[config.mk]
export PLATFORM = sky130hd
export DESIGN_NAME = ram_arbiter_flat
export DESIGN_NICKNAME = d
export VERILOG_FILES = /design/src/rtl/ram_arbiter_if.sv /design/src/rtl/ram_arbiter.sv /design/src/flat_wrapper.sv
export SDC_FILE = /design/constraint.sdc
export NUM_CORES = 1
export LEC_CHECK = 0
export ABC_AREA = 0
export CAP_MARGIN = 20
export CORE_MARGIN = 2
export CORE_UTILIZATION = 45
export DETAILED_ROUTE_END_ITERATION = 8
export GPL_TIMING_DRIVEN = 0
export PLACE_DENSITY = 0.84
export SYNTH_ARGS = -nofsm -noshare
export SYNTH_HDL_FRONTEND = slang
export SYNTH_SLANG_ARGS = --single-unit
[constraint.sdc]
create_clock -name CLK -period 2.2 [get_ports CLK]
set_clock_uncertainty 0.05 [all_clocks]
set_input_delay 0.44 -clock CLK [delete_from_list [all_inputs] [get_ports CLK]]
set_output_delay 0.44 -clock CLK [all_outputs]
set_load 0.05 [all_outputs]
[src/rtl/ram_arbiter_if.sv]
// Bus bundle between the two RAM requesters, the arbiter and the single-port RAM.
// The master side is the requester/RAM environment; the slave side is the arbiter.
interface ram_arbiter_if #(
    parameter int ADDR_WIDTH = 8,
    parameter int WIDTH      = 8
);
    logic                  A_REQ;
    logic                  A_WE;
    logic [ADDR_WIDTH-1:0] A_ADDR;
    logic [WIDTH-1:0]      A_WDATA;
    logic                  A_ACK;
    logic [WIDTH-1:0]      A_RDATA;

    logic                  B_REQ;
    logic                  B_WE;
    logic [ADDR_WIDTH-1:0] B_ADDR;
    logic [WIDTH-1:0]      B_WDATA;
    logic                  B_ACK;
    logic [WIDTH-1:0]      B_RDATA;

    logic                  BUSY;
    logic                  RAM_CE;
    logic [ADDR_WIDTH-1:0] RAM_ADDR;
    logic [WIDTH-1:0]      RAM_DIN;
    logic [WIDTH-1:0]      RAM_DOUT;

    modport master (
        output A_REQ, A_WE, A_ADDR, A_WDATA,
        output B_REQ, B_WE, B_ADDR, B_WDATA,
        output RAM_DOUT,
        input  A_ACK, A_RDATA, B_ACK, B_RDATA,
        input  BUSY, RAM_CE, RAM_ADDR, RAM_DIN
    );

    modport slave (
        input  A_REQ, A_WE, A_ADDR, A_WDATA,
        input  B_REQ, B_WE, B_ADDR, B_WDATA,
        input  RAM_DOUT,
        output A_ACK, A_RDATA, B_ACK, B_RDATA,
        output BUSY, RAM_CE, RAM_ADDR, RAM_DIN
    );
endinterface

[src/rtl/ram_arbiter.sv]
// Two-port round-robin arbiter/sequencer in front of a single-port RAM; every
// output is a flop (or a decode of one), so the RAM only ever sees registered control.
//
//   state     | meaning
//   ----------+------------------------------------------------------------
//   ST_IDLE   | pick an eligible requester, latch its fields into RAM_*
//   ST_ACCESS | RAM holds ADDR/DIN/CE for one full cycle; ack owner at exit
module ram_arbiter #(
    parameter int ADDR_WIDTH = 8,
    parameter int WIDTH      = 8
) (
    input  logic          CLK,
    input  logic          RST_N,
    ram_arbiter_if.slave  bus
);

    localparam logic [0:0] ST_IDLE   = 1'b0;
    localparam logic [0:0] ST_ACCESS = 1'b1;

    localparam logic PORT_A = 1'b0;
    localparam logic PORT_B = 1'b1;

    logic [0:0]            state;
    logic                  owner;
    logic                  last;
    logic                  a_ack_q;
    logic                  b_ack_q;
    logic [WIDTH-1:0]      a_rdata_q;
    logic [WIDTH-1:0]      b_rdata_q;
    logic                  ram_ce_q;
    logic [ADDR_WIDTH-1:0] ram_addr_q;
    logic [WIDTH-1:0]      ram_din_q;

    logic                  a_elig;
    logic                  b_elig;
    logic                  grant_any;
    logic                  winner;
    logic                  sel_we;
    logic [ADDR_WIDTH-1:0] sel_addr;
    logic [WIDTH-1:0]      sel_wdata;

    // A port that was acked this cycle is masked so a held REQ is not re-granted
    // before the requester has had a chance to drop it.
    always_comb begin
        a_elig    = bus.A_REQ & ~a_ack_q;
        b_elig    = bus.B_REQ & ~b_ack_q;
        grant_any = a_elig | b_elig;
        winner    = PORT_A;
        if (a_elig && b_elig) begin
            winner = ~last;
        end else if (b_elig) begin
            winner = PORT_B;
        end
        sel_we    = bus.A_WE;
        sel_addr  = bus.A_ADDR;
        sel_wdata = bus.A_WDATA;
        if (winner == PORT_B) begin
            sel_we    = bus.B_WE;
            sel_addr  = bus.B_ADDR;
            sel_wdata = bus.B_WDATA;
        end
    end

    always_ff @(posedge CLK or negedge RST_N) begin
        if (!RST_N) begin
            state      <= ST_IDLE;
            owner      <= PORT_A;
            last       <= PORT_B;
            a_ack_q    <= 1'b0;
            b_ack_q    <= 1'b0;
            a_rdata_q  <= '0;
            b_rdata_q  <= '0;
            ram_ce_q   <= 1'b0;
            ram_addr_q <= '0;
            ram_din_q  <= '0;
        end else begin
            a_ack_q <= 1'b0;
            b_ack_q <= 1'b0;
            if (state == ST_IDLE) begin
                ram_ce_q <= 1'b0;
                if (grant_any) begin
                    owner      <= winner;
                    last       <= winner;
                    ram_addr_q <= sel_addr;
                    ram_din_q  <= sel_wdata;
                    ram_ce_q   <= sel_we;
                    state      <= ST_ACCESS;
                end
            end else begin
                // RAM_CE still carries the access type latched at grant.
                if (!ram_ce_q) begin
                    if (owner == PORT_A) begin
                        a_rdata_q <= bus.RAM_DOUT;
                    end else begin
                        b_rdata_q <= bus.RAM_DOUT;
                    end
                end
                if (owner == PORT_A) begin
                    a_ack_q <= 1'b1;
                end else begin
                    b_ack_q <= 1'b1;
                end
                ram_ce_q <= 1'b0;
                state    <= ST_IDLE;
            end
        end
    end

    assign bus.A_ACK    = a_ack_q;
    assign bus.B_ACK    = b_ack_q;
    assign bus.A_RDATA  = a_rdata_q;
    assign bus.B_RDATA  = b_rdata_q;
    assign bus.BUSY     = (state == ST_ACCESS);
    assign bus.RAM_CE   = ram_ce_q;
    assign bus.RAM_ADDR = ram_addr_q;
    assign bus.RAM_DIN  = ram_din_q;

endmodule
[src/flat_wrapper.sv]
// flat-port wrapper written by rule: the top's interface ports become plain ports
module ram_arbiter_flat 
#(
    parameter int ADDR_WIDTH = 8,
    parameter int WIDTH      = 8
)
  (CLK, RST_N, bus_A_REQ, bus_A_WE, bus_A_ADDR, bus_A_WDATA, bus_B_REQ, bus_B_WE, bus_B_ADDR, bus_B_WDATA, bus_RAM_DOUT, bus_A_ACK, bus_A_RDATA, bus_B_ACK, bus_B_RDATA, bus_BUSY, bus_RAM_CE, bus_RAM_ADDR, bus_RAM_DIN);
  ram_arbiter_if #(.ADDR_WIDTH(ADDR_WIDTH), .WIDTH(WIDTH)) bus_i ();
  input  logic CLK;
  input  logic RST_N;
  input wire logic [$bits(bus_i.A_REQ)-1:0] bus_A_REQ;
  input wire logic [$bits(bus_i.A_WE)-1:0] bus_A_WE;
  input wire logic [$bits(bus_i.A_ADDR)-1:0] bus_A_ADDR;
  input wire logic [$bits(bus_i.A_WDATA)-1:0] bus_A_WDATA;
  input wire logic [$bits(bus_i.B_REQ)-1:0] bus_B_REQ;
  input wire logic [$bits(bus_i.B_WE)-1:0] bus_B_WE;
  input wire logic [$bits(bus_i.B_ADDR)-1:0] bus_B_ADDR;
  input wire logic [$bits(bus_i.B_WDATA)-1:0] bus_B_WDATA;
  input wire logic [$bits(bus_i.RAM_DOUT)-1:0] bus_RAM_DOUT;
  output wire logic [$bits(bus_i.A_ACK)-1:0] bus_A_ACK;
  output wire logic [$bits(bus_i.A_RDATA)-1:0] bus_A_RDATA;
  output wire logic [$bits(bus_i.B_ACK)-1:0] bus_B_ACK;
  output wire logic [$bits(bus_i.B_RDATA)-1:0] bus_B_RDATA;
  output wire logic [$bits(bus_i.BUSY)-1:0] bus_BUSY;
  output wire logic [$bits(bus_i.RAM_CE)-1:0] bus_RAM_CE;
  output wire logic [$bits(bus_i.RAM_ADDR)-1:0] bus_RAM_ADDR;
  output wire logic [$bits(bus_i.RAM_DIN)-1:0] bus_RAM_DIN;
  assign bus_i.A_REQ = bus_A_REQ;
  assign bus_i.A_WE = bus_A_WE;
  assign bus_i.A_ADDR = bus_A_ADDR;
  assign bus_i.A_WDATA = bus_A_WDATA;
  assign bus_i.B_REQ = bus_B_REQ;
  assign bus_i.B_WE = bus_B_WE;
  assign bus_i.B_ADDR = bus_B_ADDR;
  assign bus_i.B_WDATA = bus_B_WDATA;
  assign bus_i.RAM_DOUT = bus_RAM_DOUT;
  assign bus_A_ACK = bus_i.A_ACK;
  assign bus_A_RDATA = bus_i.A_RDATA;
  assign bus_B_ACK = bus_i.B_ACK;
  assign bus_B_RDATA = bus_i.B_RDATA;
  assign bus_BUSY = bus_i.BUSY;
  assign bus_RAM_CE = bus_i.RAM_CE;
  assign bus_RAM_ADDR = bus_i.RAM_ADDR;
  assign bus_RAM_DIN = bus_i.RAM_DIN;
  ram_arbiter #(.ADDR_WIDTH(ADDR_WIDTH), .WIDTH(WIDTH)) u_core (.CLK(CLK), .RST_N(RST_N), .bus(bus_i));
endmodule
==> results of run 1 <==
==> cell type report <==
| cell class | count | share of cell area |
|---|---|---|
| Buffer | 14 | 0.0323 |
| Clock buffer | 5 | 0.0237 |
| Clock inverter | 3 | 0.0138 |
| Inverter | 1 | 0.00560 |
| Multi-Input combinational cell | 95 | 0.298 |
| Sequential cell | 38 | 0.328 |
| Tap cell | 50 | 0.0215 |
| Timing Repair Buffer | 81 | 0.277 |
==> cells in the final DEF (no fill, tap or decap) <==
cell type                         synthesis  routed
sky130_fd_sc_hd__clkbuf_8                 0       5
sky130_fd_sc_hd__and3b_2                  3       3
sky130_fd_sc_hd__mux2_2                  16      16
sky130_fd_sc_hd__nand3b_1                 2       2
sky130_fd_sc_hd__dfrtp_1                 37      37
sky130_fd_sc_hd__o2bb2ai_1                2       2
sky130_fd_sc_hd__nor2b_1                  1       1
sky130_fd_sc_hd__o21ai_0                 17      17
sky130_fd_sc_hd__a221oi_1                16      16
sky130_fd_sc_hd__buf_2                    5       6
sky130_fd_sc_hd__and2_1                   1       1
sky130_fd_sc_hd__buf_12                   1       1
sky130_fd_sc_hd__bufinv_16                0       1
sky130_fd_sc_hd__a21o_4                   1       1
sky130_fd_sc_hd__or3b_1                   1       1
sky130_fd_sc_hd__a2bb2oi_2                9       9
sky130_fd_sc_hd__nand2b_1                 3       3
sky130_fd_sc_hd__clkinv_8                 1       1
sky130_fd_sc_hd__buf_6                    2       2
sky130_fd_sc_hd__nor3b_4                  1       1
sky130_fd_sc_hd__clkdlybuf4s50_1          0      80
sky130_fd_sc_hd__clkinv_2                 0       2
sky130_fd_sc_hd__a21oi_1                  1       1
sky130_fd_sc_hd__dfstp_2                  1       1
sky130_fd_sc_hd__a2bb2oi_1                7       7
sky130_fd_sc_hd__clkbuf_1                 5       5
sky130_fd_sc_hd__buf_4                    1       1
sky130_fd_sc_hd__and3b_1                 14      14
==> state kept, by name (all words and copies together) (netlist names) <==
signal / flops
u_core.bus.A_RDATA: 8
u_core.bus.B_RDATA: 8
u_core.bus.RAM_ADDR: 8
u_core.bus.RAM_DIN: 8
u_core.bus.A_ACK: 1
u_core.bus.BUSY: 1
u_core.bus.B_ACK: 1
u_core.bus.RAM_CE: 1
u_core.last: 1
u_core.owner: 1
==> stage by stage <==
step                instance area (sq um)  hold slack [ns]  TNS [ns]
floorplan                            1930           0.0944         0
global placement                     2800            0.434     -7.41
detailed placement                   2800            0.444         0
CTS                                  2910            0.222         0
global route                         2910            0.253         0
finish                               2910            0.207         0
==> power by group through the flow <==
stage | sequential (mW) | combinational (mW) | clock (mW)
after detailed placement | 1.31 | 3.25 | 0
final | 1.30 | 3.23 | 0.577
after global placement | 1.30 | 3.21 | 0
after global routing | 1.36 | 3.39 | 0.617
after CTS | 1.31 | 3.26 | 0.590
after floorplan | 2.45 | 1.10 | 0
==> cell families (layout without fill, tap and decap cells) <==
| kind of cell | count (synthesis) | count (layout) |
|---|---|---|
| buf+inv | 15 | 104 |
| compound gates | 53 | 53 |
| simple gates | 26 | 26 |
| flops | 38 | 38 |
| mux | 16 | 16 |
==> path summary, 6_finish.rpt <==
path	to	depth (start not counted)	start	slack, ns
max	bus_BUSY	1	u_core.bus.BUSY	0.12
min	u_core.bus.A_RDATA[2]	1	RST_N	0.21
max reg2reg	u_core.bus.RAM_DIN[3]	4	u_core.last	0.44
min reg2reg	u_core.last	1	u_core.last	0.45
max in group asynchronous	u_core.bus.A_RDATA[1]	1	RST_N	1.36
min in group CLK	u_core.last	1	u_core.last	0.45
==> per-layer routing <==
layer / track usage / share of wire / up-vias
li1: - / - / 750
met1: 0.244 / 0.42 / 755
met5: 0 / 0 / -
met2: 0.347 / 0.49 / 65
met4: 0.0566 / 0.011 / 0
met3: 0.0712 / 0.074 / 4
==> impl_metrics.tcl, run 1 <==
set metrics [dict create \
    run_status "finished clean" \
    cp-start-kind "register" \
    power.internal_mw 2.73 \
    critical_path_class "register to primary output" \
    die_w_microns 69.5 \
    clock_transition_at_the_register_clock_pins_on_the_worst_setup_and_hold_paths_after_cts_ns 0.08 \
    switching_power_mw 2.39 \
    seq_area_frac_synth 0.494 \
    synth-xor-area-share 0 \
    synthMostInstantiatedCell "sky130_fd_sc_hd__dfrtp_1" \
    rsz_0062_raised_after_global_routing "false" \
    detail_route.wirelength_microns 4700 \
    first_global_vias 1667 \
    drt_iter0_markers 84 \
    seqPwrFrac 0.255 \
    synthCells 148 \
    clockBufferDepth 2 \
    setup.worst_path.end_class "primary output" \
    cts_sink_count 38 \
    setup_viol 0 \
    post_synth_most_frequent_cells "sky130_fd_sc_hd__dfrtp_1, sky130_fd_sc_hd__o21ai_0, sky130_fd_sc_hd__a221oi_1, sky130_fd_sc_hd__mux2_2, sky130_fd_sc_hd__and3b_1" \
    clock_power_share 0.113 \
    crit_buf_inv 1 \
    antenna_found_initial 0 \
    die-area_sq_um 4820 \
    max_cap_viol_count 0 \
    fp.dieH_microns 69.5 \
    post-route-util 0.716 \
    post-route-min-period_ns 2.08 \
    stdcell_count 287 \
    final-seq-area_sq_um 952 \
    starting_density_of_the_core 0.475 \
    synth_top_area_cell "sky130_fd_sc_hd__dfrtp_1" \
    cts_tree "built" \
    dominant_combinational_cell_family_by_area_after_synthesis "compound AO/OA/AOI/OAI gates" \
    final_nets 282 \
    async_reset_ff_frac 1.00 \
    yosys_most_used_dff "sky130_fd_sc_hd__dfrtp_1" \
    avgSynthCellArea_sq_um 13.0 \
    n_fill_cell 309 \
    io-pin-count 82 \
    yosys_register_bits 38 \
    vias_per_cell 5.48 \
    grt_start_max_net_pins 39 \
    place_ws_ns 0.0464 \
    required_time_reported_for_the_critical_path_endpoint_ns 1.71 \
    path_delay_family "buffers and inverters" \
    drt_drc_violations_left 0 \
    fraction_of_synthesized_area_in_multiplexers 0.0934 \
    power_density_nw_per_um2 1760 \
    synth_simple_gate_area_share 0.117 \
    synth_fp_nets 194 \
    synth.cell_area_sq_um 1930 \
    buffer_ports.inserted 81 \
    cts.htree.levels 2 \
    power.share.switching 0.467 \
    path_cells "clkdlybuf4s50_1" \
    synth.lib_cells_used.distinct 24 \
    ant_nets 0 \
    area.growth.synth_to_final_pct 50.7 \
    hold_class "input pin to asynchronous set/reset pin" \
    synth_compound_area_frac 0.238 \
    place.gp.congestion 0.768 \
    report.final.slew_viol_count 0 \
    post_cts_resized 0 \
    iteration_count_of_the_initial_detailed_routing_pass 4 \
    total_power_mw 5.11 \
    timing.slew.headroom 0.438 \
    peakVddDrop_uv 1110 \
    floorplan.core_area_sq_um 4060 \
    total_number_of_vias 1574 \
    comb_power_frac 0.632 \
    cp.arrival_ns 1.59 \
    synth-edff-count 0 \
    cts_setup_buffers 0 \
    grt_overflow_total 0 \
    yosys_top_cell_area_share 0.480 \
    cts_root_buffer "sky130_fd_sc_hd__clkbuf_8" \
    insertion_delay_ns 0.29 \
    cts_made_buffers 5 \
    crit_fanout 6 \
    synth.area.top_cells "sky130_fd_sc_hd__dfrtp_1, sky130_fd_sc_hd__mux2_2, sky130_fd_sc_hd__a221oi_1" \
    fin_crit_sh 0.944 \
    leak_pwr_nw 1.18 \
    cpMaxStageDelayCell "sky130_fd_sc_hd__clkdlybuf4s50_1" \
    wire_per_inst_microns 16.4 \
    postCtsHoldBufs 0 \
    dpl.cell_count 279 \
    dp_hpwl_microns 3480 \
    fmax_mhz 482 \
    multi_input_comb_area_sq_um 866 \
    insertedDiodeCount 0 \
    finalHoldViolCount 0 \
    worst_slew_pin_slew_ns 0.842 \
    globalRouteTotalUtil 0.204 \
    timing.critical_path.slowest_cell_delay_ns 0.84 \
    layout_setup_ws_ns 0.124 \
    yosysWarnings 0 \
    post_route_cells_drive_above_1_share 0.211 \
    synth-adder-area-share 0 \
    rows 23 \
    grt_pass1_wl_microns 7800 \
]
Note: power is estimated with default switching activity, not from simulation.
==> run 2: changes to the inputs <==
PLACE_DENSITY = 0.92   (was 0.84)
SLEW_MARGIN = 40   (was default)
TNS_END_PERCENT = 50   (was default)
==> run 2 against run 1 <==
Sequential share of layout area rose by 0.16 points. Count of clock-buffer cells in the layout rose by 3. Combinational power is essentially flat. Highest routed layer unchanged.
==> impl_metrics.tcl, run 2 (same netlist as run 1, synthesis figures left out) <==
set metrics [dict create \
    clockBufferDepth 2 \
    clock_transition_at_the_register_clock_pins_on_the_worst_setup_and_hold_paths_after_cts_ns 0.07 \
    worst_slew_pin_slew_ns 0.524 \
    wire_per_inst_microns 16.2 \
    io-pin-count 82 \
    rows 23 \
    fp.dieH_microns 69.5 \
    floorplan.core_area_sq_um 4060 \
    path_delay_family "buffers and inverters" \
    starting_density_of_the_core 0.475 \
    timing.slew.headroom 0.650 \
    setup_viol 0 \
    buffer_ports.inserted 81 \
    insertedDiodeCount 0 \
    power_density_nw_per_um2 1730 \
    highest_count_cells_in_the_layout_ignoring_fill_and_taps "sky130_fd_sc_hd__clkdlybuf4s50_1, sky130_fd_sc_hd__dfrtp_1, sky130_fd_sc_hd__o21ai_0" \
    multi_input_comb_area_sq_um 866 \
    iteration_count_of_the_initial_detailed_routing_pass 4 \
    n_fill_cell 287 \
    die-area_sq_um 4820 \
    hold_ws_ns 0.0532 \
    cp-start-kind "register" \
    antenna_found_initial 0 \
    grt_start_max_net_pins 39 \
    max_cap_viol_count 0 \
    drt_drc_violations_left 0 \
    final_nets 282 \
    insertion_delay_ns 0.28 \
    area.growth.synth_to_final_pct 50.0 \
    grt_overflow_total 0 \
    globalRouteTotalUtil 0.211 \
    cts_made_buffers 5 \
    run_status "finished clean" \
    first_global_vias 1667 \
    peakVddDrop_uv 840 \
    cts_root_buffer "sky130_fd_sc_hd__clkbuf_8" \
    die_w_microns 69.5 \
    report.final.slew_viol_count 0 \
    dp_hpwl_microns 3480 \
    post_route_cells_drive_above_1_share 0.203 \
    final_common_cell "sky130_fd_sc_hd__clkdlybuf4s50_1" \
    crit_buf_inv 1 \
    final-seq-area_sq_um 952 \
    timing.critical_path.slowest_cell_delay_ns 0.85 \
    ant_nets 0 \
    critical_path_class "register to primary output" \
    place.gp.congestion 0.772 \
    fin_tns_setup_ns 0 \
    cts_sink_count 38 \
    cts_setup_buffers 0 \
    setup.worst_path.end_class "primary output" \
    grt_pass1_wl_microns 8100 \
    rsz_0062_raised_after_global_routing "false" \
    leak_pwr_nw 1.19 \
    fin_crit_sh 0.947 \
    crit_fanout 6 \
    detail_route.wirelength_microns 4660 \
    cpMaxStageDelayCell "sky130_fd_sc_hd__clkdlybuf4s50_1" \
    cp.arrival_ns 1.59 \
    hold_class "input pin to asynchronous set/reset pin" \
    required_time_reported_for_the_critical_path_endpoint_ns 1.71 \
    vias_per_cell 5.60 \
    path_cells "clkdlybuf4s50_1" \
    post-route-min-period_ns 2.08 \
    finalHoldViolCount 0 \
    total_number_of_vias 1608 \
    drt_iter0_markers 75 \
    cts_tree "built" \
    fmax_mhz 480 \
    cts.htree.levels 2 \
]
## run 2: cell types whose count changed in the layout (fill, tap and decap cells not counted)
cell	delta
sky130_fd_sc_hd__buf_4	+1
sky130_fd_sc_hd__clkdlybuf4s50_1	-1
sky130_fd_sc_hd__buf_2	-1
sky130_fd_sc_hd__dlymetal6s2s_1	+1
sky130_fd_sc_hd__clkbuf_8	+1
sky130_fd_sc_hd__bufinv_16	-1
sky130_fd_sc_hd__clkbuf_1	+2
sky130_fd_sc_hd__clkinv_2	-2
## run 2: where the power goes
| part | internal, mW | leakage (nW) | switching (mW) |
|---|---|---|---|
| clock | 0.256 | 0.0455 | 0.236 |
| sequential | 1.06 | 0.441 | 0.240 |
| combinational | 1.33 | 0.702 | 1.88 |
| total | 2.65 | 1.19 | 2.36 |
## run 2: metrics by stage
step	power, mW	worst slack, ns	util	std cells	area (sq um)
final	5.01	0.117	0.713	287	2890
after global routing	5.27	0.0643	0.713	287	2890
after detailed placement	4.55	0.0769	0.690	279	2800
after CTS	5.05	0.0689	0.712	287	2890
after floorplan	3.56	0.530	-	148	1930
after global placement	4.49	-0.236	0.690	279	2800
## run 2: area by class of cell
cell class                      instances  share of cell area
Clock buffer                            8              0.0312
Tap cell                               50              0.0216
Buffer                                 14              0.0325
Timing Repair Buffer                   81               0.280
Inverter                                1             0.00563
Sequential cell                        38               0.329
Multi-Input combinational cell         95               0.299
## run 2: path summary, 6_finish.rpt
path,depth (start not counted),to,startpoint,slack (ns)
max,1,bus_BUSY,u_core.bus.BUSY,0.12
min,1,u_core.bus.RAM_DIN[2],RST_N,0.05
max reg2reg,4,u_core.bus.RAM_DIN[1],u_core.last,0.49
min reg2reg,1,u_core.last,u_core.last,0.45
max in group asynchronous,1,u_core.last,RST_N,1.67
min in group CLK,1,u_core.last,u_core.last,0.45
## run 2: what timing repair did
item	4_1_cts	5_1_grt
resized for setup	0	1
setup endpoints to repair	0	1
hold buffers	0	0
## run 2: per-layer routing
metal,vias up,GRT usage,share of wire
met2,71,0.323,0.45
met1,771,0.283,0.45
met3,11,0.0581,0.077
met4,0,0.0828,0.023
li1,755,-,-
met5,-,0,0
==> run 3: changes to the inputs <==
CORE_MARGIN = default   (was 2)
REMOVE_ABC_BUFFERS = 1   (was default)
==> run 3 against run 2 <==
Die area shrank 5.7%. Hold slack better by 0.012 ns. Via count down 2.7%. Count of clock-buffer cells in the layout shrank 1. Sequential share of layout area increased by 1.1 points. Global-route usage is 0.20 points higher. Register-to-register slack got worse by 0.07 ns. Fmax is 0.47% higher. Final cell count shrank 4.9%. Core utilization down 2.2 points. Critical path depth is 4 higher.
==> impl_metrics.tcl, run 3 (same netlist as run 1, synthesis figures left out) <==
set metrics [dict create \
    run_status "finished clean" \
    cts_made_buffers 5 \
    worst_slew_pin_slew_ns 0.674 \
    highest_count_cells_in_the_layout_ignoring_fill_and_taps "sky130_fd_sc_hd__clkdlybuf4s50_1, sky130_fd_sc_hd__dfrtp_1, sky130_fd_sc_hd__o21ai_0" \
    cts_tree "built" \
    stdcell_area_sq_um 2800 \
    dp_hpwl_microns 2980 \
    floorplan.core_area_sq_um 4060 \
    dpl.cell_count 265 \
    leak_pwr_nw 1.13 \
    seqPwrFrac 0.279 \
    place.gp.congestion 0.666 \
    rows 23 \
    timing.slew.headroom 0.549 \
    io-pin-count 82 \
    final_common_cell "sky130_fd_sc_hd__clkdlybuf4s50_1" \
    detail_route.wirelength_microns 4400 \
    cpMaxStageDelayCell "sky130_fd_sc_hd__clkdlybuf4s50_1" \
    post-route-util 0.691 \
    cts_setup_buffers 0 \
    post_cts_resized 4 \
    antenna_found_initial 0 \
    area.growth.synth_to_final_pct 45.4 \
    clockBufferDepth 2 \
    path_cells "clkdlybuf4s50_1 > nand2b_4 > a21o_4 > clkinv_8 > a2bb2oi_1" \
    fin_tns_setup_ns 0 \
    total_number_of_vias 1564 \
    iteration_count_of_the_initial_detailed_routing_pass 4 \
    grt_pass1_wl_microns 7000 \
    setup.worst_path.end_class "register" \
    fmax_mhz 482 \
    report.final.slew_viol_count 0 \
    fin_crit_sh 0.942 \
    insertion_delay_ns 0.29 \
    power_density_nw_per_um2 1740 \
    buffer_ports.inserted 81 \
    n_fill_cell 326 \
    setup_viol 0 \
    max_cap_viol_count 0 \
    peakVddDrop_uv 1140 \
    rsz_0062_raised_after_global_routing "false" \
    cp.arrival_ns 2.23 \
    globalRouteTotalUtil 0.213 \
    vias_per_cell 5.73 \
    comb_power_frac 0.622 \
    post-route-min-period_ns 2.07 \
    timing.critical_path.slowest_cell_delay_ns 0.83 \
    die_w_microns 67.5 \
    cp-start-kind "input pin" \
    cts_root_buffer "sky130_fd_sc_hd__clkbuf_8" \
    wire_per_inst_microns 16.1 \
    cts.htree.levels 2 \
    critical_path_class "input pin to register" \
    drt_drc_violations_left 0 \
    grt_start_max_net_pins 39 \
    die-area_sq_um 4550 \
    hold_class "input pin to asynchronous set/reset pin" \
    ant_nets 0 \
    clock_power_share 0.099 \
    postCtsHoldBufs 0 \
    cts_sink_count 38 \
    drt_iter0_markers 72 \
    clock_transition_at_the_register_clock_pins_on_the_worst_setup_and_hold_paths_after_cts_ns 0.08 \
    multi_input_comb_area_sq_um 873 \
    fp.dieH_microns 67.5 \
    crit_fanout 36 \
    required_time_reported_for_the_critical_path_endpoint_ns 2.35 \
    starting_density_of_the_core 0.475 \
    first_global_vias 1561 \
    finalHoldViolCount 0 \
    power.share.switching 0.478 \
    power.internal_mw 2.55 \
    final-seq-area_sq_um 953 \
    postPlaceCellArea_sq_um 2710 \
    final_nets 268 \
    post_route_cells_drive_above_1_share 0.188 \
    switching_power_mw 2.34 \
    stdcell_count 273 \
    grt_overflow_total 0 \
    insertedDiodeCount 0 \
]
## run 3: critical path: cells and delay by family
kind	cells	cell delay [ns]
and+or+nand+nor	1	0.32
AOI/OAI and AO/OA	2	0.51
buffers and inverters	2	0.94
## run 3: path summary, 6_finish.rpt
kind,from,end,slack (ns),cells after the start
min in group CLK,u_core.last,u_core.last,0.45,1
worst min register to register,u_core.last,u_core.last,0.45,1
max in group asynchronous,RST_N,u_core.last,1.69,1
worst min-delay path,RST_N,u_core.bus.B_ACK,0.07,1
worst max-delay path,bus_B_REQ,u_core.bus.RAM_ADDR[2],0.13,5
worst max register to register,u_core.last,u_core.bus.RAM_ADDR[4],0.42,3
## run 3: cell type report
| type | instances | share of cell area |
|---|---|---|
| repair buffers | 81 | 0.287 |
| flip-flops and latches | 38 | 0.340 |
| clock inverters | 1 | 0.00179 |
| multi-input cells | 95 | 0.312 |
| inverters | 1 | 0.00580 |
| well taps | 50 | 0.0223 |
| clock buffers | 7 | 0.0308 |
## run 3: metrics by stage
step / hold WS (ns) / total power, mW / setup slack (ns)
after floorplan: 0.0944 / 3.45 / 0.0659
after global placement: 0.432 / 4.39 / -0.650
after detailed placement: 0.389 / 4.44 / -0.317
after CTS: 0.0662 / 4.93 / 0.149
after global routing: 0.0918 / 5.13 / 0.0180
final: 0.0651 / 4.89 / 0.127
## run 3: power groups by stage
stage | registers, mW | logic [mW] | clock network [mW]
after global placement | 1.36 | 3.03 | 0
after detailed placement | 1.37 | 3.07 | 0
final | 1.36 | 3.04 | 0.485
after global routing | 1.42 | 3.19 | 0.524
after floorplan | 2.49 | 0.959 | 0
after CTS | 1.37 | 3.06 | 0.503
## run 3: per-layer routing
| layer | part of all wire | track usage | vias to the layer above | routed length, microns |
|---|---|---|---|---|
| li1 | - | - | 720 | - |
| met2 | 0.48 | 0.379 | 68 | 2130 |
| met1 | 0.42 | 0.229 | 771 | 1860 |
| met4 | 0.013 | 0.0957 | 0 | 59 |
| met3 | 0.079 | 0.0642 | 5 | 348 |
| met5 | 0 | 0 | - | 0 |
==> edit 1: new RTL, config.mk and constraints of run 1 <==
Reset style: synchronous (`RST_N`), changed in one clocked block.
--- a/src/rtl/ram_arbiter.sv
+++ b/src/rtl/ram_arbiter.sv
@@ -62,5 +62,5 @@
     end
 
-    always_ff @(posedge CLK or negedge RST_N) begin
+    always_ff @(posedge CLK) begin
         if (!RST_N) begin
             state      <= ST_IDLE;
Formal check against the unedited RTL: differs if RST_N is asserted again (counterexample within 4 cycles, from zero or initial values and one cycle with RST_N low); with RST_N held inactive, the same outputs for 10 cycles.
==> edit 1 against run 1 <==
Final area down 15%. Count of clock-buffer cells in the layout up 2. Setup slack improved by 49 ps. Sequential cell count unchanged. Synthesized area shrank 19%. Largest cell class is now buffers. Via count decreased by 7.6%. Wire length fell by 21%.
Power is not compared: it rests on default switching activity, and its combinational part moved more than twofold at a synthesized area within 25%.
==> edit 1: results <==
[clocking]
max-clock-path-buffers = 2
clock_root_buffer = sky130_fd_sc_hd__clkbuf_4
cts-buffers-inserted = 5
worstSkewPairLatency_ps = 340

[place]
detailedPlacementHpwl_mm = 2.73
gp_congestion = 0.692
port-buffer-count = 80

[hold_path]
hp-class = register to register
origin_of_the_worst_min_delay_path = u_core.last$_SDFFE_PN1P_

[final_layout]
drive_above_1_share_pct = 7.84
layout.nets = 300
nFillCells = 270

[synth]
asyncSetResetFlopFracSynth_pct = 0
synth.top_cells.by_count = sky130_fd_sc_hd__dfxtp_1, sky130_fd_sc_hd__nand2_1, sky130_fd_sc_hd__nor2b_1
synthTopCellsByArea = sky130_fd_sc_hd__dfxtp_1, sky130_fd_sc_hd__mux2i_1, sky130_fd_sc_hd__nand2_1, sky130_fd_sc_hd__nor2b_1, sky130_fd_sc_hd__a31oi_1
synth.net_count = 213
post_synthesis_cell_type_count = 22

[routing]
drt_pre_antenna_iters = 4
drt-wirelength-per-cell_um = 12.3
detailedRoute.firstIterationViolations = 69
vias_per_cell = 4.83

[worst_setup_path]
max_stage_delay_ps = 820
cp-startpoint = u_core.bus.RAM_CE$_SDFF_PP0_
cp_max_fo = 3
reg2reg_setup_slack_ps = 850
arrival_ps = 1540

[global_routing]
globalRouteTotalUtil_pct = 21.1
grt_start_max_net_pins = 12
global_route_wire_length_before_repair_mm = 6.61
first_global_vias = 1409

[power_and_ir_drop]
cellLeakagePower_nw = 1.00

[status]
result_of_the_run = complete, no violations

[timing]
worst_hold_slack_ps = 449
==> edit 1: final cells by class <==
class | count | area (µm²) | area share, %
Timing Repair Buffer | 80 | 803 | 32.4
Sequential cell | 38 | 761 | 30.6
Multi-Input combinational cell | 116 | 708 | 28.5
Buffer | 13 | 92.6 | 3.73
Tap cell | 46 | 57.6 | 2.32
Clock buffer | 7 | 55.1 | 2.22
Clock inverter | 1 | 5.00 | 0.202
==> edit 1: what timing repair did <==
action | 4_1_cts | 5_1_grt
resized for setup | 0 | 1
endpoints found under the setup margin | 0 | 1
hold endpoints to repair | 0 | 0
==> edit 1: power by group through the flow <==
stage	registers, W	logic (W)	clock network (W)
CTS	0.000769	0.000535	0.000391
finish	0.000769	0.000530	0.000377
floorplan	0.000952	0.000151	0
global placement	0.000781	0.000530	0
detailed placement	0.000784	0.000533	0
global route	0.000776	0.000567	0.000423
==> edit 1: cell families (layout without fill, tap and decap cells) <==
family / Yosys count / count (layout) / synth area share (%)
muxes: 16 / 16 / 10.3
AOI/OAI and AO/OA: 35 / 35 / 13.5
buffers and inverters: 13 / 101 / 5.93
DFF: 38 / 38 / 48.7
and+or+nand+nor: 65 / 65 / 21.6
==> edit 1: metrics by stage <==
stage | std cells | total power [W] | utilization, % | cell area (µm²) | setup WS, ps
final | 301 | 0.00168 | 74.4 | 2480 | 172
after global routing | 301 | 0.00177 | 74.4 | 2480 | 116
after CTS | 301 | 0.00169 | 74.3 | 2480 | 34.0
after detailed placement | 293 | 0.00132 | 72.5 | 2420 | 332
after global placement | 293 | 0.00131 | 72.5 | 2420 | 335
after floorplan | 167 | 0.00110 | - | 1560 | 658
==> edit 1: routing by layer <==
layer,GRT usage [%],part of all wire (%),up-vias
li1,-,-,742
met1,24.2,43,647
met2,33.9,44,59
met3,10.6,10,7
met4,7.22,1.7,0
met5,0,0,-
==> edit 1: final timing paths <==
| check | to | depth (start not counted) |
|---|---|---|
| setup / recovery | bus_RAM_CE | 1 |
| hold / removal | u_core.last$_SDFFE_PN1P_ | 2 |
| setup reg to reg | u_core.bus.RAM_ADDR[4]$_SDFFE_PN0P_ | 6 |
| hold reg to reg | u_core.last$_SDFFE_PN1P_ | 2 |
==> edit 2: new RTL, config.mk and constraints of run 1 <==
Without the edit above. `WIDTH` is set to 8 in 3 places; all go to 12.
--- a/src/rtl/ram_arbiter_if.sv
+++ b/src/rtl/ram_arbiter_if.sv
@@ -3,5 +3,5 @@
 interface ram_arbiter_if #(
     parameter int ADDR_WIDTH = 8,
-    parameter int WIDTH      = 8
+    parameter int WIDTH      = 12
 );
     logic                  A_REQ;
--- a/src/rtl/ram_arbiter.sv
+++ b/src/rtl/ram_arbiter.sv
@@ -8,5 +8,5 @@
 module ram_arbiter #(
     parameter int ADDR_WIDTH = 8,
-    parameter int WIDTH      = 8
+    parameter int WIDTH      = 12
 ) (
     input  logic          CLK,
--- a/src/flat_wrapper.sv
+++ b/src/flat_wrapper.sv
@@ -3,5 +3,5 @@
 #(
     parameter int ADDR_WIDTH = 8,
-    parameter int WIDTH      = 8
+    parameter int WIDTH      = 12
 )
   (CLK, RST_N, bus_A_REQ, bus_A_WE, bus_A_ADDR, bus_A_WDATA, bus_B_REQ, bus_B_WE, bus_B_ADDR, bus_B_WDATA, bus_RAM_DOUT, bus_A_ACK, bus_A_RDATA, bus_B_ACK, bus_B_RDATA, bus_BUSY, bus_RAM_CE, bus_RAM_ADDR, bus_RAM_DIN);
Ports: changed (6 resized); port bits go from 82 to 106. The function was not compared with the original's and may differ.
==> edit 2 against run 1 <==
Combinational power increased by 39%. Cell count increased by 33%. Synthesized cell count grew 30%. Final area rose by 35%. Largest cell class unchanged. Critical path depth stayed put. Power rose by 33%. Sequential share of layout area down 0.96 points. Die area rose by 36%. Sequential cell count rose by 12. Wire length increased by 30%. Synthesized area up 38%. Sequential power is 30% higher. Setup slack better by 44 ps.
==> edit 2: results <==
[timing]
tightestPinTransition_ps = 681
final_count_of_hold_timing_violations = 0
setup_violations = 0

[power_and_ir_drop]
worst_ir_drop_vdd_mv = 0.956
cellLeakagePower_nw = 1.58
switching_power_w = 0.00324

[global_routing]
globalRouteTotalUtil_pct = 19.4
first_global_vias = 2048
grt_start_max_net_pins = 34
grt_antenna_before_repair = 0
global_route_wire_length_before_repair_mm = 9.69

[clocking]
postCtsSetupBuffers = 0
cts_resized = 0
clock_root_buffer = sky130_fd_sc_hd__clkbuf_8
ctsHoldBuffers = 0
cts-buffers-inserted = 5
cts.reportedPaths.clkPinSlew_ps = 100

[routing]
detailedRoute.firstIterationViolations = 54
route.final.wire_length_mm = 6.11
drt_pre_antenna_iters = 4
vias_per_cell = 5.33

[synth]
post_synthesis_cell_type_count = 27
post_synth_mux_area_share_pct = 10.1
synth.top_cells.by_count = sky130_fd_sc_hd__dfrtp_1, sky130_fd_sc_hd__mux2_1, sky130_fd_sc_hd__and3b_1
post-synth-top-area-cell = sky130_fd_sc_hd__dfrtp_1
share_of_the_synthesized_area_in_compound_gates_ao_oa_aoi_oai_pct = 27.1
synthTopCellsByArea = sky130_fd_sc_hd__dfrtp_1, sky130_fd_sc_hd__a2bb2oi_2, sky130_fd_sc_hd__a221oi_2, sky130_fd_sc_hd__mux2_1, sky130_fd_sc_hd__and3b_1
ys_seq_area_share_pct = 47.0
synth.net_count = 250

[worst_setup_path]
slowest_stage = sky130_fd_sc_hd__clkdlybuf4s50_1
arrival_ps = 1540
cp_max_fo = 3
family_with_the_most_delay_on_the_worst_path = buffers and inverters

[final_layout]
drive_above_1_share_pct = 20.9
layout.nets = 363
final-seq-area_um2 = 1250
nFillCells = 497

[place]
port-buffer-count = 105
pre_cts_ws_ps = 172
detailedPlacementHpwl_mm = 4.74
gp_congestion = 0.742

[status]
result_of_the_run = complete, no violations
## edit 2: cell count changes after synthesis, sizes merged, moves of 4 or more
cell,change
a2bb2oi,+4
buf,+6
a221oi,+4
and3b,+4
mux2,+8
o21ai,+4
dfrtp,+12
## edit 2: logic make-up after synthesis
group,count (synthesis)
muxes,24
and+or+nand+nor,30
buffers and inverters,23
DFF,50
AOI/OAI and AO/OA,65
## edit 2: power by group through the flow
stage	sequential, W	combinational [W]	clock, W
2_1_floorplan	0.00325	0.00164	0
4_1_cts	0.00170	0.00453	0.000664
6_report	0.00169	0.00449	0.000644
5_1_grt	0.00175	0.00472	0.000703
3_3_place_gp	0.00169	0.00447	0
3_5_place_dp	0.00171	0.00452	0
## edit 2: per-stage QoR
| stage | setup TNS (ps) | hold WS, ps | cell area [µm²] | utilization [%] | std cells |
|---|---|---|---|---|---|
| after CTS | 0 | 21.8 | 3940 | 67.7 | 381 |
| after global routing | 0 | 34.1 | 3940 | 67.7 | 381 |
| after detailed placement | 0 | 357 | 3830 | 65.8 | 373 |
| after global placement | -38610 | 417 | 3810 | 65.5 | 372 |
| after floorplan | 0 | 94.4 | 2670 | - | 192 |
| final | 0 | 17.7 | 3940 | 67.7 | 381 |
## edit 2: path summary, 6_finish.rpt
| check | cells after the start | endpoint | start | slack, ps |
|---|---|---|---|---|
| min reg2reg | 1 | u_core.bus.A_RDATA[4]$_DFFE_PN0P_ | u_core.bus.A_RDATA[4]$_DFFE_PN0P_ | 440 |
| min | 1 | u_core.bus.RAM_DIN[7]$_DFFE_PN0P_ | RST_N | 20 |
| max in group asynchronous | 2 | u_core.last$_DFFE_PN1P_ | RST_N | 1490 |
| max reg2reg | 4 | u_core.bus.RAM_ADDR[2]$_DFFE_PN0P_ | u_core.last$_DFFE_PN1P_ | 620 |
| min in group CLK | 1 | u_core.bus.A_RDATA[4]$_DFFE_PN0P_ | u_core.bus.A_RDATA[4]$_DFFE_PN0P_ | 440 |
| max | 1 | bus_RAM_CE | u_core.bus.RAM_CE$_DFF_PN0_ | 170 |
## edit 2: final cells by class
| type | instances | share of cell area (%) |
|---|---|---|
| Buffer | 22 | 3.97 |
| Clock buffer | 6 | 1.84 |
| Clock inverter | 2 | 0.954 |
| Inverter | 1 | 0.223 |
| Multi-Input combinational cell | 119 | 31.7 |
| Sequential cell | 50 | 31.8 |
| Tap cell | 75 | 2.38 |
| Timing Repair Buffer | 106 | 27.1 |
## edit 2: routing by layer
layer | vias to the layer above | wire length [µm] | part of all wire, % | track usage [%]
li1 | 961 | - | - | -
met1 | 991 | 2670 | 44 | 24.4
met2 | 70 | 2990 | 49 | 33.6
met3 | 7 | 371 | 6.1 | 4.67
met4 | 0 | 70 | 1.1 | 4.92
met5 | - | 0 | 0 | 0
